==> src/rtl/seq_restoring_divider_pkg.sv <==
// Shared types and default widths for the sequential restoring divider.
// The state encoding and counter sizing are kept here so the top level and bench agree.
package div_pkg;

    typedef enum logic [1:0] {
        IDLE = 2'd0,
        CALC = 2'd1,
        DONE = 2'd2
    } state_e;

    localparam int DEF_DW = 8;
    localparam int DEF_VW = 4;
    localparam int DEF_CW = $clog2(DEF_DW);

    // A one-bit dividend would give a zero-width counter, so clamp to at least one bit.
    function automatic int cnt_width(input int dw);
        return (dw > 1) ? $clog2(dw) : 1;
    endfunction

endpackage

==> src/rtl/seq_restoring_divider_if.sv <==
// Start/busy/done handshake bundle between an operand source and the divider.
// The master drives operands and start; the slave returns status and results.
interface seq_restoring_divider_if
    import div_pkg::*;
#(
    parameter int DW = DEF_DW,
    parameter int VW = DEF_VW
) ();

    logic          start;
    logic [DW-1:0] dividend;
    logic [VW-1:0] divisor;
    logic          ready;
    logic          busy;
    logic          done;
    logic [DW-1:0] quotient;
    logic [VW-1:0] remainder;
    logic          div_by_zero;

    modport master (
        output start, dividend, divisor,
        input  ready, busy, done, quotient, remainder, div_by_zero
    );

    modport slave (
        input  start, dividend, divisor,
        output ready, busy, done, quotient, remainder, div_by_zero
    );

endinterface

==> src/rtl/seq_restoring_divider_div_step.sv <==
// One restoring-division iteration: shift in the next dividend bit, trial-subtract
// the divisor, and keep the difference only when it did not go negative.
module div_step #(
    parameter int VW = 4
) (
    input  logic [VW:0]   p_i,
    input  logic          bit_i,
    input  logic [VW-1:0] divisor_i,
    output logic [VW:0]   p_o,
    output logic          q_bit_o
);

    logic [VW+1:0] shifted;
    logic [VW+1:0] diff;

    // P stays below the divisor, so its top bit is always zero; carrying it keeps the
    // trial subtraction one bit wider than P' so the sign lands in diff[VW+1].
    assign shifted = {p_i, bit_i};
    assign diff    = shifted - {2'b00, divisor_i};
    assign q_bit_o = ~diff[VW+1];
    assign p_o     = q_bit_o ? diff[VW:0] : shifted[VW:0];

endmodule

==> src/rtl/seq_restoring_divider.sv <==
// Sequential unsigned restoring divider: one quotient bit per clock behind a
// start/busy/done handshake, with results held until the next operation completes.
module seq_restoring_divider
    import div_pkg::*;
#(
    parameter int DW = DEF_DW,
    parameter int VW = DEF_VW
) (
    input  logic                    clk,
    input  logic                    rst,
    seq_restoring_divider_if.slave  bus
);

    localparam int CW = cnt_width(DW);

    state_e        state_q, state_d;
    logic [CW-1:0] cnt_q, cnt_d;
    logic [DW-1:0] dvd_q, dvd_d;
    logic [VW-1:0] dvs_q, dvs_d;
    logic [VW:0]   p_q, p_d;
    logic [DW-1:0] q_q, q_d;
    logic [DW-1:0] quo_q, quo_d;
    logic [VW-1:0] rem_q, rem_d;
    logic          dbz_q, dbz_d;

    logic [VW:0]   step_p;
    logic          step_q;

    div_step #(
        .VW(VW)
    ) u_step (
        .p_i       (p_q),
        .bit_i     (dvd_q[DW-1]),
        .divisor_i (dvs_q),
        .p_o       (step_p),
        .q_bit_o   (step_q)
    );

    always_comb begin
        // NOTE: every signal written here gets its hold value first, so no path
        // through the case leaves one unassigned and no latch is inferred.
        state_d = state_q;
        cnt_d   = cnt_q;
        dvd_d   = dvd_q;
        dvs_d   = dvs_q;
        p_d     = p_q;
        q_d     = q_q;
        quo_d   = quo_q;
        rem_d   = rem_q;
        dbz_d   = dbz_q;

        unique case (state_q)
            IDLE, DONE: begin
                if (bus.start) begin
                    dvd_d = bus.dividend;
                    dvs_d = bus.divisor;
                    p_d   = '0;
                    q_d   = '0;
                    cnt_d = CW'(DW - 1);
                    if (bus.divisor == '0) begin
                        state_d = DONE;
                        quo_d   = '1;
                        rem_d   = '1;
                        dbz_d   = 1'b1;
                    end else begin
                        state_d = CALC;
                    end
                end else if (state_q == DONE) begin
                    state_d = IDLE;
                end
            end

            CALC: begin
                dvd_d = {dvd_q[DW-2:0], 1'b0};
                p_d   = step_p;
                q_d   = {q_q[DW-2:0], step_q};
                cnt_d = cnt_q - CW'(1);
                // The last iteration's bit goes straight into the result register.
                if (cnt_q == '0) begin
                    state_d = DONE;
                    quo_d   = {q_q[DW-2:0], step_q};
                    rem_d   = step_p[VW-1:0];
                    dbz_d   = 1'b0;
                end
            end

            default: state_d = IDLE;
        endcase
    end

    always_ff @(posedge clk) begin
        // NOTE: reset is synchronous and all state uses non-blocking assignment so
        // every register samples the pre-edge values computed above.
        if (rst) begin
            state_q <= IDLE;
            cnt_q   <= '0;
            dvd_q   <= '0;
            dvs_q   <= '0;
            p_q     <= '0;
            q_q     <= '0;
            quo_q   <= '0;
            rem_q   <= '0;
            dbz_q   <= 1'b0;
        end else begin
            state_q <= state_d;
            cnt_q   <= cnt_d;
            dvd_q   <= dvd_d;
            dvs_q   <= dvs_d;
            p_q     <= p_d;
            q_q     <= q_d;
            quo_q   <= quo_d;
            rem_q   <= rem_d;
            dbz_q   <= dbz_d;
        end
    end

    assign bus.ready       = (state_q != CALC);
    assign bus.busy        = (state_q == CALC);
    assign bus.done        = (state_q == DONE);
    assign bus.quotient    = quo_q;
    assign bus.remainder   = rem_q;
    assign bus.div_by_zero = dbz_q;

endmodule

==> src/flat_wrapper.sv <==
// flat-port wrapper written by rule: the top's interface ports become plain ports
module seq_restoring_divider_flat import div_pkg::*;
#(
    parameter int DW = DEF_DW,
    parameter int VW = DEF_VW
)
  (clk, rst, bus_start, bus_dividend, bus_divisor, bus_ready, bus_busy, bus_done, bus_quotient, bus_remainder, bus_div_by_zero);
  seq_restoring_divider_if #(.DW(DW), .VW(VW)) bus_i ();
  input  logic clk;
  input  logic rst;
  input wire logic [$bits(bus_i.start)-1:0] bus_start;
  input wire logic [$bits(bus_i.dividend)-1:0] bus_dividend;
  input wire logic [$bits(bus_i.divisor)-1:0] bus_divisor;
  output wire logic [$bits(bus_i.ready)-1:0] bus_ready;
  output wire logic [$bits(bus_i.busy)-1:0] bus_busy;
  output wire logic [$bits(bus_i.done)-1:0] bus_done;
  output wire logic [$bits(bus_i.quotient)-1:0] bus_quotient;
  output wire logic [$bits(bus_i.remainder)-1:0] bus_remainder;
  output wire logic [$bits(bus_i.div_by_zero)-1:0] bus_div_by_zero;
  assign bus_i.start = bus_start;
  assign bus_i.dividend = bus_dividend;
  assign bus_i.divisor = bus_divisor;
  assign bus_ready = bus_i.ready;
  assign bus_busy = bus_i.busy;
  assign bus_done = bus_i.done;
  assign bus_quotient = bus_i.quotient;
  assign bus_remainder = bus_i.remainder;
  assign bus_div_by_zero = bus_i.div_by_zero;
  seq_restoring_divider #(.DW(DW), .VW(VW)) u_core (.clk(clk), .rst(rst), .bus(bus_i));
endmodule
==> config.mk <==
export PLATFORM = sky130hd
export DESIGN_NAME = seq_restoring_divider_flat
export DESIGN_NICKNAME = d
export VERILOG_FILES = /design/src/rtl/seq_restoring_divider_pkg.sv /design/src/rtl/seq_restoring_divider_if.sv /design/src/rtl/seq_restoring_divider_div_step.sv /design/src/rtl/seq_restoring_divider.sv /design/src/flat_wrapper.sv
export SDC_FILE = /design/constraint.sdc
export NUM_CORES = 1
export LEC_CHECK = 0
export BUFFER_PORTS_ARGS = -buffer_cell sky130_fd_sc_hd__clkbuf_2
export CORE_ASPECT_RATIO = 1.2
export CORE_MARGIN = 2
export CORE_UTILIZATION = 55
export DETAILED_ROUTE_END_ITERATION = 6
export PLACE_DENSITY = 0.87
export SLEW_MARGIN = 20
export SYNTH_ARGS = -nofsm -noshare
export SYNTH_HDL_FRONTEND = slang
export SYNTH_SLANG_ARGS = --single-unit
==> constraint.sdc <==
create_clock -name clk -period 2.55 [get_ports clk]
set_input_delay 0.255 -clock clk [delete_from_list [all_inputs] [get_ports clk]]
set_output_delay 0.255 -clock clk [all_outputs]
set_load 0.01 [all_outputs]
# Yosys cells after proc, flatten, opt, wreduce, memory -nomap -nowiden
# Index checks and enable logic that the tools add are counted.
word_totals:
  regBits: 42
op_classes:
  addsub: 2
  eq_ne: 7
  muxes: 26
  bitwise_logic: 1
  n_reduce_logical: 9
ops:
  columns: ["operator", "n"]
  rows:
  - ["$mux 8", 4]
  - ["$pmux 8 s2", 2]
  - ["$pmux 7 s2", 1]
  - ["$mux 4", 3]
  - ["$mux 5", 2]
  - ["$pmux 5 s2", 1]
  - ["$mux 2", 4]
  - ["$pmux 4 s2", 1]
  - ["$mux 7", 1]
  - ["$ne 2x1->1 const B", 3]
  - ["$pmux 3 s2", 1]
  - ["$reduce_and 2->1", 3]
  - ["$sub 6x4->6", 1]
  - ["$logic_not 4->1", 1]
  - ["$pmux 2 s2", 1]
  - ["$reduce_and 4->1", 1]
  - ["$logic_not 3->1", 1]
  - ["$mux 1", 3]
  - ["$mux 3", 1]
  - ["$ne 3x3->1 const B", 1]
  - ["$sub 3x1->3 const B", 1]
  - ["$eq 2x1->1 const B", 1]
  - ["$eq 2x2->1 const B", 1]
  - ["$logic_not 2->1", 1]
  - ["5 further kinds", 5]

# Longest topological paths before layout
logic_depth:
  word_depth: 4
  mapped_depth: 9
  ltp_nobuf: 9

# Cells and area by module
# From an unflattened synthesis, not the netlist that was laid out.
unflattened:
  cells_unflattened: 214
  hier_area_um2: 1923.1
modules_own_cells:
  columns: ["mod", "instances", "cells_each", "area_each_um2", "seq_area_each_um2"]
  rows:
  - ["seq_restoring_divider", 1, 177, 1579.0, 840.8]
  - ["div_step", 1, 37, 344.1, 0.0]

# Worst setup path after synthesis
# No wires, ideal clock.
synth_timing:
  path_kind: "reg2reg"
  start: "reg u_core.dvs_q[2]"
  end: "reg u_core.rem_q[2], in the netlist u_core.bus.remainder[2]"
  setup_ps: 119
  arrival_time_ps: 1701
  required_time_ps: 2431
  path_slack_ps: 731
  stages_incl_launch_ff: 8
  n_path_buf: 0
  period_less_slack_ps: 1819
  path_cell_list: "dfxtp_1 > inv_1 > ha_1 > or2_1 > o221a_4 > o211a_4 > o21a_1 > o221a_1"
synth_via:
  elab_chain_cells: 4
synth_lines:
  columns: ["item", "line", "text"]
  rows:
  - ["start, declared", "seq_restoring_divider.sv:19", "logic [VW-1:0] dvs_q, dvs_d;"]
  - ["start signal, assigned", "seq_restoring_divider.sv:108", "dvs_q <= dvs_d;"]
  - ["$sub 6x4->6", "seq_restoring_divider_div_step.sv:19", "assign diff = shifted - {2'b00, divisor_i};"]
  - ["$mux 5", "seq_restoring_divider_div_step.sv:21", "assign p_o = q_bit_o ? diff[VW:0] : shifted[VW:0];"]
  - ["$mux 4", "seq_restoring_divider.sv:79", "if (cnt_q == '0) begin"]
  - ["$pmux 4 s2", "seq_restoring_divider.sv:52", "unique case (state_q)"]
  - ["end signal, assigned", "seq_restoring_divider.sv:112", "rem_q <= rem_d;"]
  - ["end, declared", "seq_restoring_divider.sv:23", "logic [VW-1:0] rem_q, rem_d;"]
# Every way passes these cells. The select of a mux whose other input is x is not followed.
# A chain may end at the register's enable or synchronous reset.

# Final worst setup path
layout_timing:
  start: "reg u_core.state_q[0]"
  end: "out bus_ready"
layout_via:
  elab_chain_cells: 1
layout_lines:
  columns: ["item", "line", "text"]
  rows:
  - ["start, declared", "seq_restoring_divider.sv:16", "state_e state_q, state_d;"]
  - ["start signal, assigned", "seq_restoring_divider.sv:105", "state_q <= state_d;"]
  - ["$ne 2x1->1", "seq_restoring_divider.sv:117", "assign bus.ready = (state_q != CALC);"]
  - ["end, declared", "flat_wrapper.sv:14", "output wire logic [$bits(bus_i.ready)-1:0] bus_ready;"]
# Every way passes these cells.

==> results.ini <==
[clock_network]
post_cts_resized=0
clockBufferDepth=2
cts_tree=built
clk_pin_slew_ps=80
cts_hold_buf=0
root_buffer=clkbuf_8
cts_buffers=5
htreeDepth=2
clock_latency_ps=300
postCtsSetupBuffers=0
cts.sinks=42

[cells_and_area]
nets=283
antennaDiodeCount=0
synthToLayoutAreaGrowth_pct=13.8
fill_cells=296
final_cell_area_um2=2170
final_util_pct=64.9
drive_gt1_share_pct=17.2
multi_input_area_um2=966
regArea_um2=841

[synthesis]
yosysMostFrequentCell=nand2_1
synth_edf_count=0
synth_ff_type=dfxtp_1
syn_inst=235
synth_top_cells_by_count=nand2_1 (44), dfxtp_1 (42), nor2_1 (28)
yosys-top-cells-area=dfxtp_1 (44%), nand2_1 (8.7%), nor2_1 (5.5%)
ys_types=41
syn_avg_cell_area_um2=8.10
synth_area_um2=1900
synth.net_count=257
synth.top_cell.area_share_pct=44.2
async_flop_share_pct=0
synth_seq_cells=42
yosysSeqAreaShare_pct=44.2
yosys_warnings=0
synth_area_leader_cell=dfxtp_1

[floorplan]
placementRows=23
io-pin-count=31
die_w_um=57.7
die_area_um2=3950
core_region_area_um2=3340
initial_core_util_pct=57.0
die_y_um=68.4

[sta]
slew_headroom_pct=55.7
fin_worst_skew_ps=7.86
final-hold-violation-count=0
min_period_ps=1930
timing.final.crit_share_pct=75.6
rsz0062_at_grt=no
setup_viol=0
drv_slew=0
worst_slew_pin_slew_ps=664
setup_tns_ps=0
fmax_ghz=0.519

[hold_path]
holdCritPathClass=in -> reg
worstHoldEndpoint=u_core.dvs_q[3]
hold_path_depth=3
worstHoldStart=bus_divisor[3]

[worst_setup_path]
required_ps=2300
crit_arrival_ps=1670
end_kind=output port
path_class=reg -> out
cp_max_fo=33
r2r_cells=6
r2r_start=u_core.p_q[1]
critPathLaunchType=flip-flop
reg2reg_slack_ps=630
r2r-end=u_core.bus.remainder[2]

[drt]
via_per_inst=5.92
first_pass_iters=4
drt-wirelength-per-cell_um=13.8
postRouteAntennaNets=0
finalWirelength_mm=4.12
drt_iter0_markers=61
vias=1770
drc=0

[grt]
overflow=0
grt_max_degree=34
antenna_found_initial=0
grt_usage_pct=23.0
grt_pass1_wl_mm=6.86
grt_pass1_vias=1602

[place]
io_buffers=30
gp_congestion=0.814
place_area_um2=2070
dp.final_hpwl_mm=2.85

[power]
irDropWorstVdd_mv=0.566
power_density_nw_per_um2=719
p_leak_nw=0.857

[run]
cap_violations=0

[status]
status=finished, final reports clean

-- logic make-up after synthesis --
family,after synthesis,share of synthesized area [%]
AO/OA/AOI/OAI,53,20.1
buffers and inverters,25,5.06
adder cells (fa/ha/maj),7,5.00
XOR/XNOR,1,0.460
flip-flops,42,44.2
multiplexers,1,0.526
AND/OR/NAND/NOR,106,24.7
-- routing by layer --
layer  vias up  routed length [um]  track usage [%]
met4         0                 114             12.8
met1       825                1750             26.7
met5         -                   0                0
li1        876                   -                -
met2        54                1990             37.5
met3        15                 266             7.56
-- area by class of cell --
| class | instances | share of cell area (%) |
|---|---|---|
| clock buffers | 7 | 3.99 |
| well taps | 37 | 2.14 |
| multi-input cells | 168 | 44.6 |
| inverters | 10 | 1.73 |
| repair buffers | 34 | 8.32 |
| flip-flops and latches | 42 | 38.8 |
| clock inverters | 1 | 0.404 |
-- cells in the final DEF (no fill, tap or decap), types with 2 or more instances in the layout --
master and n:
nand2_1 44, inv_1 9, dfxtp_1 42, nor2_1 28, clkbuf_2 30, clkbuf_8 6, o21ai_0 4, o211ai_1 2
a311oi_1 8, and2_1 2, a22oi_1 2, nand3_1 3, nand3b_1 2, o2111ai_1 3, ha_1 6, a221oi_1 2
o22ai_1 2, nor3_1 16, nor2b_1 3, a21oi_1 18, a211oi_1 3, buf_4 4, a31oi_1 3
-- critical path, stage by stage, from the launching register on --
cell	delay (ps)
dfxtp_1	400
and2b_1	490
inv_2	60
buf_4	250
clkbuf_2	170
-- metrics by stage --
step / cells / worst slack (ps) / total power, mW / hold slack [ps]
final: 299 / 622 / 1.56 / 186
after global routing: 299 / 416 / 1.64 / 200
after CTS: 299 / 638 / 1.56 / 183
after detailed placement: 291 / 655 / 1.11 / 447
after global placement: 291 / 682 / 1.10 / 446
after floorplan: 235 / 731 / 1.01 / 391
-- flip-flops by register name, summed over array words and instances (netlist names) --
register and count:
u_core.bus.remainder 4, u_core.state_q 2, u_core.dvd_q 8, u_core.bus.div_by_zero 1, u_core.p_q 5, u_core.cnt_q 3, u_core.dvs_q 4, u_core.bus.quotient 8
u_core.q_q 7
-- how the worst max path moves through the flow --
stage	startpoint	endpoint	slack (ps)
after detailed placement	u_core.dvs_q[2]	u_core.bus.remainder[2]	650
final	u_core.state_q[0]	bus_ready	620
after global routing	u_core.state_q[0]	u_core.bus.remainder[3]	420
after global placement	u_core.p_q[1]	u_core.bus.remainder[2]	680
after floorplan	u_core.dvs_q[2]	u_core.bus.remainder[2]	730
after CTS	u_core.p_q[0]	u_core.bus.remainder[1]	640
-- power breakdown --
group | total [mW] | switching (mW) | leakage, nW | internal [mW]
combinational | 0.357 | 0.209 | 0.465 | 0.148
sequential | 0.741 | 0.0333 | 0.344 | 0.708
clock | 0.460 | 0.236 | 0.0489 | 0.224
total | 1.56 | 0.479 | 0.857 | 1.08
(Power assumes the default switching activity.)
